### config.mk
export PLATFORM = sky130hd
export DESIGN_NAME = conv_unit_sequencer
export DESIGN_NICKNAME = d
export VERILOG_FILES = /design/src/rtl/conv_ctrl_pkg.sv /design/src/rtl/step_addr_gen.sv /design/src/rtl/conv_unit_sequencer.sv
export SDC_FILE = /design/constraint.sdc
export NUM_CORES = 1
export LEC_CHECK = 0
export BUFFER_PORTS_ARGS = -buffer_cell sky130_fd_sc_hd__buf_2
export CORE_UTILIZATION = 54
export CTS_CLUSTER_DIAMETER = 120
export DETAILED_ROUTE_END_ITERATION = 8
export GPL_TIMING_DRIVEN = 0
export MAX_ROUTING_LAYER = met4
export PLACE_DENSITY = 0.83
export SYNTH_ARGS = -nofsm -noshare
export SYNTH_HDL_FRONTEND = slang
export SYNTH_SLANG_ARGS = --single-unit
### constraint.sdc
create_clock -name i_clk -period 2.5 [get_ports i_clk]
set_input_delay 0 -clock i_clk [delete_from_list [all_inputs] [get_ports i_clk]]
set_output_delay 0 -clock i_clk [all_outputs]
set_load 0.005 [all_outputs]
### src/rtl/conv_ctrl_pkg.sv
// conv_ctrl_pkg: shared state encoding, column control bit map and bus sizing
// for the convolutional unit sequencer.
package conv_ctrl_pkg;
    typedef enum logic [2:0] {S_IDLE, S_LOAD, S_RUN, S_DRAIN, S_DONE} state_t;
    localparam int ACC = 0;
    localparam int CLR = 1;
    localparam int LAST = 2;
    // commonControl = {Tc, Tr, kernelStep, neuronStep, convDivIniValue}, MSB first
    function automatic int cc_width(input int depth, input int a);
        return 3 * depth + 2 * a;
    endfunction
    function automatic logic [7:0] col_byte(input logic first, input logic last);
        return 8'(1 << ACC) | (first ? 8'(1 << CLR) : 8'h00) | (last ? 8'(1 << LAST) : 8'h00);
    endfunction
endpackage

### src/rtl/step_addr_gen.sv
// step_addr_gen: A-bit buffer address register that clears, advances by a
// stride modulo 2^A, or holds.
module step_addr_gen #(
    parameter int A = 7
) (
    input  logic         i_clk,
    input  logic         i_rst_n,
    input  logic         i_clr,
    input  logic         i_add,
    input  logic [A-1:0] i_step,
    output logic [A-1:0] o_addr
);
    logic [A-1:0] r_addr;
    always_ff @(posedge i_clk or negedge i_rst_n) begin
        if (!i_rst_n) r_addr <= '0;
        else if (i_clr) r_addr <= '0;
        else if (i_add) r_addr <= r_addr + i_step;
    end
    assign o_addr = r_addr;
endmodule

### src/rtl/conv_unit_sequencer.sv
// conv_unit_sequencer: latches a layer configuration and steps one
// ConvolutionalUnit through taps, pipeline drain and partial-sum hand-off per tile.
module conv_unit_sequencer
    import conv_ctrl_pkg::*;
#(
    parameter int depth = 2,
    parameter int A = 7,
    parameter int PIPE = 2
) (
    input  logic                            i_clk,
    input  logic                            i_rst_n,
    input  logic                            i_start,
    input  logic                            i_stall,
    input  logic [depth-1:0]                i_cfg_tr,
    input  logic [depth-1:0]                i_cfg_tc,
    input  logic [A-1:0]                    i_cfg_kernel_step,
    input  logic [A-1:0]                    i_cfg_neuron_step,
    input  logic [depth-1:0]                i_cfg_div_ini,
    input  logic [7:0]                      i_cfg_taps,
    input  logic [7:0]                      i_cfg_tiles,
    output logic [cc_width(depth, A)-1:0]   o_common_control,
    output logic [(1<<depth)-1:0]           o_row_control,
    output logic [8*(1<<depth)-1:0]         o_column_control,
    output logic [A-1:0]                    o_k_addr,
    output logic [A-1:0]                    o_n_addr,
    output logic                            o_buf_read,
    output logic                            o_psum_valid,
    output logic                            o_busy,
    output logic                            o_done
);
    localparam int D = 1 << depth;
    localparam logic [7:0] PIPE_LAST = 8'(PIPE - 1);
    state_t r_state, w_next;
    logic [depth-1:0] r_tr, r_tc, r_div;
    logic [A-1:0] r_kstep, r_nstep;
    logic [7:0] r_last_tap, r_last_tile, r_tap, r_tile, r_pipe;
    logic [D-1:0] r_row, w_row;
    logic [8*D-1:0] r_col, w_col;
    logic r_buf_read, r_psum, r_busy, r_done;
    logic w_load, w_issue, w_first, w_last, w_drain_end;
    logic [7:0] w_byte;
    assign w_load = r_state == S_LOAD;
    assign w_issue = r_state == S_RUN && !i_stall;
    assign w_first = r_tap == 8'd0;
    assign w_last = r_tap == r_last_tap;
    assign w_drain_end = r_state == S_DRAIN && r_pipe == PIPE_LAST;
    assign w_byte = col_byte(w_first, w_last);
    always_ff @(posedge i_clk or negedge i_rst_n) begin
        if (!i_rst_n) r_state <= S_IDLE;
        else r_state <= w_next;
    end
    always_comb begin
        w_next = r_state;
        case (r_state)
            S_IDLE:  w_next = i_start ? S_LOAD : S_IDLE;
            S_LOAD:  w_next = S_RUN;
            S_RUN:   w_next = (w_issue && w_last) ? S_DRAIN : S_RUN;
            S_DRAIN: w_next = !w_drain_end ? S_DRAIN : (r_tile == r_last_tile) ? S_DONE : S_RUN;
            default: w_next = S_IDLE;
        endcase
    end
    for (genvar g = 0; g < D; g++) begin : g_lane
        assign w_row[g] = i_cfg_tr >= depth'(g);
        assign w_col[8*g +: 8] = (w_issue && r_tc >= depth'(g)) ? w_byte : 8'h00;
    end
    // Outputs are registered: each reflects the action taken at the preceding edge.
    always_ff @(posedge i_clk or negedge i_rst_n) begin
        if (!i_rst_n) begin
            {r_tr, r_tc, r_div, r_kstep, r_nstep} <= '0;
            {r_last_tap, r_last_tile, r_tap, r_tile, r_pipe} <= '0;
            r_row <= '0;
            r_col <= '0;
            {r_buf_read, r_psum, r_busy, r_done} <= '0;
        end else begin
            r_buf_read <= w_issue;
            r_col <= w_col;
            r_psum <= w_drain_end;
            r_done <= r_state == S_DONE;
            r_busy <= w_next != S_IDLE;
            if (w_load) begin
                r_tr <= i_cfg_tr;
                r_tc <= i_cfg_tc;
                r_div <= i_cfg_div_ini;
                r_kstep <= i_cfg_kernel_step;
                r_nstep <= i_cfg_neuron_step;
                r_last_tap <= (i_cfg_taps == 8'd0) ? 8'd0 : i_cfg_taps - 8'd1;
                r_last_tile <= (i_cfg_tiles == 8'd0) ? 8'd0 : i_cfg_tiles - 8'd1;
                r_row <= w_row;
                r_tap <= 8'd0;
                r_tile <= 8'd0;
                r_pipe <= 8'd0;
            end
            if (w_issue) r_tap <= w_last ? 8'd0 : r_tap + 8'd1;
            if (r_state == S_DRAIN) begin
                r_pipe <= w_drain_end ? 8'd0 : r_pipe + 8'd1;
                if (w_drain_end) r_tile <= r_tile + 8'd1;
            end
        end
    end
    // The kernel address restarts every tile; the neuron address only at LOAD.
    step_addr_gen #(.A(A)) u_kaddr (
        .i_clk   (i_clk),
        .i_rst_n (i_rst_n),
        .i_clr   (w_load || (w_issue && w_first)),
        .i_add   (w_issue && !w_first),
        .i_step  (r_kstep),
        .o_addr  (o_k_addr)
    );
    step_addr_gen #(.A(A)) u_naddr (
        .i_clk   (i_clk),
        .i_rst_n (i_rst_n),
        .i_clr   (w_load),
        .i_add   (w_issue && !(w_first && r_tile == 8'd0)),
        .i_step  (r_nstep),
        .o_addr  (o_n_addr)
    );
    assign o_common_control = {r_tc, r_tr, r_kstep, r_nstep, r_div};
    assign o_row_control = r_row;
    assign o_column_control = r_col;
    assign o_buf_read = r_buf_read;
    assign o_psum_valid = r_psum;
    assign o_busy = r_busy;
    assign o_done = r_done;
endmodule

Word level (Yosys, flattened, before mapping)
Index checks and enable logic that the tools add are counted.
{ "classes": {"n_addsub": 7, "order_cmp": 8, "n_eq_ne": 7, "n_reduce_logical": 25, "n_bitwise": 1, "n_mux": 25} }
{ "ops": {"columns": ["operator", "n"], "rows": [
  ["$mux W8", 10],
  ["$logic_not A8 Y1", 4],
  ["$mux W7", 4],
  ["$add A8 B1 Y8 const B", 3],
  ["$mux W3", 7],
  ["$eq A8 B8 Y1", 2],
  ["$sub A8 B1 Y8 const B", 2],
  ["$add A7 B7 Y7", 2],
  ["$pmux W3 S4", 1],
  ["$logic_and A1 B1 Y1", 11],
  ["$eq A8 B1 Y1 const B", 1],
  ["$ge A2 B1 Y1 const B", 4],
  ["$ge A2 B2 Y1 const B", 4],
  ["$reduce_bool A2 Y1", 4],
  ["$eq A3 B2 Y1 const B", 2],
  ["$eq A3 B1 Y1 const B", 1],
  ["$eq A3 B3 Y1 const B", 1],
  ["$logic_not A1 Y1", 3],
  ["$logic_not A3 Y1", 1],
  ["$or A2 B3 Y3", 1],
  ["$reduce_bool A3 Y1", 1],
  ["$mux W1", 2],
  ["$mux W2", 1],
  ["$logic_or A1 B1 Y1", 1]
]} }
{ "word_totals": {"out_inout_bits": 74, "register_bits": 112, "input_bits": 40} }

Longest topological paths before layout
{ "depth": {"word_depth": 6, "mapped_depth": 8, "depth_no_buf": 8} }

Cells and area by module
Synthesis repeated with hierarchy kept, for this count alone.
{ "unflattened": {"hier_cells": 526, "area_unflattened_um2": 4984.8} }
{ "by_module_without_submodules": {"columns": ["module", "cells_per_inst", "area_per_inst_um2", "instances", "seq_area_each_um2"], "rows": [
  ["conv_unit_sequencer", 422, 3958.8, 1, 2052.0],
  ["step_addr_gen", 52, 513.0, 2, 175.2]
]} }

Least setup slack after synthesis
OpenSTA, ideal clock, no wires.
{ "synth_path": {"path_type": "reg2reg", "from": "register r_state[1]", "to": "register r_tap[7]", "t_required_ns": 2.417, "period_less_slack_ns": 1.777, "slack_ns": 0.723, "t_arrival_ns": 1.694, "setup_ns": 0.083, "path_stages_with_launch": 8, "path_cell_list": "dfrtp_1 > buf_4 > or3b_1 > or2_0 > buf_2 > a21o_1 > or3_1 > o21ai_0"} }
{ "synth_via": {"elab_chain_cells": 3, "word_cells_on_any_way": 5, "cone_classes": "2 x eq/ne; 1 x mux; 2 x reduce/logical"} }
{ "synth_rtl": {"columns": ["element", "line", "text"], "rows": [
  ["start: declaration", "conv_unit_sequencer.sv:33", "state_t r_state, w_next;"],
  ["start signal: assignment", "conv_unit_sequencer.sv:50", "else r_state <= w_next;"],
  ["$eq A3 B2 Y1", "conv_unit_sequencer.sv:43", "assign w_issue = r_state == S_RUN && !i_stall;"],
  ["$logic_and A1 B1 Y1", "conv_unit_sequencer.sv:43", null],
  ["$mux W8 or $reduce_bool A2 Y1 (tied branches)", null, null],
  ["end signal: assignment", "conv_unit_sequencer.sv:93", "if (w_issue) r_tap <= w_last ? 8'd0 : r_tap + 8'd1;"],
  ["end: declaration", "conv_unit_sequencer.sv:36", "logic [7:0] r_last_tap, r_last_tile, r_tap, r_tile, r_pipe;"]
]} }
Parallel ways exist; a longest one is shown, timed or not.
A chain may end at the register's enable or synchronous reset.

Worst setup path after layout
{ "layout_path": {"from": "register r_state[2]", "to": "register r_last_tap[7]"} }
{ "layout_via": {"elab_chain_cells": 1} }
{ "layout_rtl": {"columns": ["element", "line", "text"], "rows": [
  ["$eq A3 B1 Y1", "conv_unit_sequencer.sv:42", "assign w_load = r_state == S_LOAD;"],
  ["end signal: assignment", "conv_unit_sequencer.sv:86", "r_last_tap <= (i_cfg_taps == 8'd0) ? 8'd0 : i_cfg_taps - 8'd1;"],
  ["end: declaration", "conv_unit_sequencer.sv:36", null]
]} }
Every way passes these cells.

==> summary.txt <==
Run status
  • Status: completed

Setup path
  • Worst setup path category: flip-flop to flip-flop
  • CP Max Fanout: 10
  • Crit path DAT: between 2 and 3 ns
  • Critical path data required time: 2.71 ns
  • Worst Setup End Kind: flip-flop
  • Crit start category: flip-flop

Global routing
  • Vias in the first global route: 4132
  • Antenna violations before repair: 0
  • Largest net degree at the start of global routing: 75
  • GRT overflow: 0
  • Global-route wire length before repair: 19000 µm
  • Gr usage total: about a quarter

Timing
  • Final setup fails: 0
  • Fin crit share: 91.9%
  • Slew Limit Fails: 0
  • Rel. slew slack: 52.1%
  • RSZ-0062 raised after global routing: false
  • Fin worst setup slack: 0.202 ns
  • Setup TNS: 0 ns
  • Final min period: 2.30 ns
  • Final Hold Vio Count: 0
  • Worst Skew: 0.0151 ns
  • Actual slew at the worst max-slew pin: between 0.7 and 0.8 ns
  • Fmax: between 400 and 500 MHz

Pwr
  • Static Leak: 3.14 nW
  • Cell Pwr Density: 718 nW/µm²
  • Int Pwr: 2.92 mW
  • Net Sw Power: 1.53 mW
  • Sw Ratio: 34.4%
  • Clock share of power: 23.4%
  • VDD IR max: 466 µV
  • Combinational power share: 31.8%
  • Sequential share of power: around 45%

Cells and area
  • Area grow syn2layout: 25.9%
  • N_diodes: 0
  • Nets: approximately 750
  • Layout cell share with drive strength beyond 1: 20.1%

Drt
  • Vias per std cell: 5.26
  • Total Wirelength: about 11000 µm
  • Antenna viol nets, final: 0
  • TritonRoute pass-1 iters: 4
  • DRT iter0 DRCs: 239
  • Vias: 4205
  • Wire per inst: 14.4 µm
  • DRC viols: 0

Logic synthesis
  • Largest area contributor in the synthesized netlist: dfrtp_1
  • Adder-cell area share of the yosys netlist: 5.89%
  • Post-synthesis mux area share: 0.813%
  • Post-synth EDFFs: 0
  • Compound-cell area share of the yosys netlist: 11.8%
  • Largest family of logic cells by synthesized area: simple AND/OR/NAND/NOR gates
  • Area share of the leading cell type in the synthesized netlist: 48.8%
  • Xor and xnor area share after synthesis: just under 7%
  • Register area share after synthesis: 48.8%
  • Mapped Area: 4930 µm²
  • Post-synth cell types: 54
  • Synth Area in Simple Gates: 19.4%
  • Yosys reg bits: 96
  • Synth Instances: 525
  • Top post-synthesis cells by area: dfrtp_1, nand2_1, ha_1
  • Predominant post-synthesis flop cell: dfrtp_1
  • Ys async rst share: 100%
  • Synth warn: 0
  • Synth Area per Inst: 9.38 µm²

Clocking
  • Max clock buf depth: 2
  • Clock latency on the worst-skew pair: between 0.3 and 0.4 ns
  • CTS tree: yes
  • Postcts setup bufs: 0
  • Clk slew on worst S/H paths: 0.10 ns
  • # clock sinks: 96
  • Clock Root Buffer: clkbuf_8
  • H-tree Lvls: 3
  • Total CTS buffers: 9

Hold path
  • HP Class: input port to flip-flop

Placement
  • Detailed Place HPWL: ~8000 µm
  • Place WS: approximately 0.3 ns
  • Port bufs: 93
  • Final GP Congestion: ~0.87

Floorplan
  • Rows: 34
  • Core area: 8760 µm²
  • Die Wd: 97.5 µm
  • DIE AREA: 9510 µm²
  • Num ports: 114
  • Chip Height: 97.5 µm
  • Initial Util: 56.2%

Flow run
  • Maxcap violations: 0
==> metal layers <==
layer,GRT usage [%],part of all wire [%],routed length (µm),vias up
met3,6.26,5.2,600,23
met4,12.1,2.6,303,0
met2,43.1,52,5930,135
met1,29.4,40,4640,1998
met5,-,0,0,-
li1,-,-,-,2049
==> worst max-delay path, stage by stage, from the launching register on <==
cell	delay (ns)
dfrtp_1	0.37
clkbuf_1	0.18
nand2b_1	0.29
nor2_1	0.20
clkbuf_1	0.46
buf_1	0.50
a31oi_1	0.15
==> cell families (layout without fill, tap and decap cells) <==
kind of cell / Yosys count / in the layout
other: 1 / 20
AND/OR/NAND/NOR: 212 / 212
buffers and inverters: 61 / 208
AO/OA/AOI/OAI: 91 / 91
XOR/XNOR: 38 / 38
adder cells (fa/ha/maj): 22 / 22
multiplexers: 4 / 4
flip-flops: 96 / 96
==> flip-flops by register name (all words and copies together), names as in the netlist, 3 cells and up <==
name / cells
o_column_control: 12
r_last_tap: 8
r_last_tile: 8
r_pipe: 8
r_tap: 8
r_tile: 8
r_kstep: 7
r_nstep: 7
u_kaddr.o_addr: 7
u_naddr.o_addr: 7
o_row_control: 4
r_state: 3
==> synth_stat cells, types with 4 or more instances <==
library cell	number
a21oi_1	10
a31oi_1	7
and2_1	6
and3_1	5
buf_4	22
clkbuf_1	15
dfrtp_1	96
ha_1	20
inv_1	21
mux2i_1	4
nand2_1	118
nand2b_1	7
nand3_1	11
nor2_1	26
nor2b_1	7
nor3_1	9
nor4_1	7
o211ai_1	4
o21ai_0	36
o31ai_1	9
xnor2_1	10
xor2_1	28
==> final timing paths <==
path | start | to | slack (ns) | depth (start not counted)
setup reg to reg | r_state[2]$_DFF_PN0_ | r_last_tap[7]$_DFFE_PN0P_ | 0.20 | 6
setup / recovery | r_state[2]$_DFF_PN0_ | r_last_tap[7]$_DFFE_PN0P_ | 0.20 | 6
min in group asynchronous | i_rst_n | o_column_control[18]$_DFF_PN0_ | 0.06 | 2
max in group asynchronous | i_rst_n | r_kstep[4]$_DFFE_PN0P_ | 1.79 | 3
hold / removal | i_cfg_taps[1] | r_last_tap[1]$_DFFE_PN0P_ | 0.02 | 4
hold reg to reg | r_div[1]$_DFFE_PN0P_ | r_div[1]$_DFFE_PN0P_ | 0.48 | 2
==> area by class of cell <==
class / instances / area [µm²]
fill: 639 / 2560
sequential: 96 / 2400
multi-input combinational: 387 / 2270
timing repair buffer: 131 / 866
buffer: 40 / 243
tap: 108 / 135
clock buffer: 9 / 124
clock inverter: 7 / 80.1
inverter: 21 / 78.8
==> what timing repair did <==
action | in CTS | in global routing
hold endpoints to repair | 136 | 0
gates resized for setup | 0 | 2
hold buffers | 37 | 0
setup endpoints to repair | 0 | 1
==> metrics by stage <==
stage               cells  utilization [%]  cell area, µm²  power, mW  hold slack [ns]
floorplan             544                -            5000       2.90           -0.296
global placement      745             63.9            5600       3.27            0.189
detailed placement    746             64.2            5630       3.37          -0.0793
CTS                   799             70.8            6200       4.45           0.0217
global route          799             70.8            6200       4.71           0.0287
finish                799             70.8            6200       4.45           0.0239
==> layout by cell type (no fill, tap or decap), types with 10 or more instances in the layout <==
cell,instances
xnor2_1,10
buf_4,23
a21oi_1,10
nand3_1,11
dfrtp_1,96
nor2_1,26
inv_1,21
clkbuf_1,14
nand2_1,118
buf_2,93
dlygate4sd3_1,37
xor2_1,28
ha_1,20
conb_1,20
o21ai_0,36
==> power by group through the flow <==
stage	registers, mW	clock network [mW]	logic, mW
after detailed placement	2.02	0	1.35
after CTS	1.99	1.05	1.41
final	1.99	1.04	1.42
after global placement	2.01	0	1.27
after global routing	2.02	1.10	1.59
after floorplan	1.99	0	0.907
(Power assumes the default switching activity.)
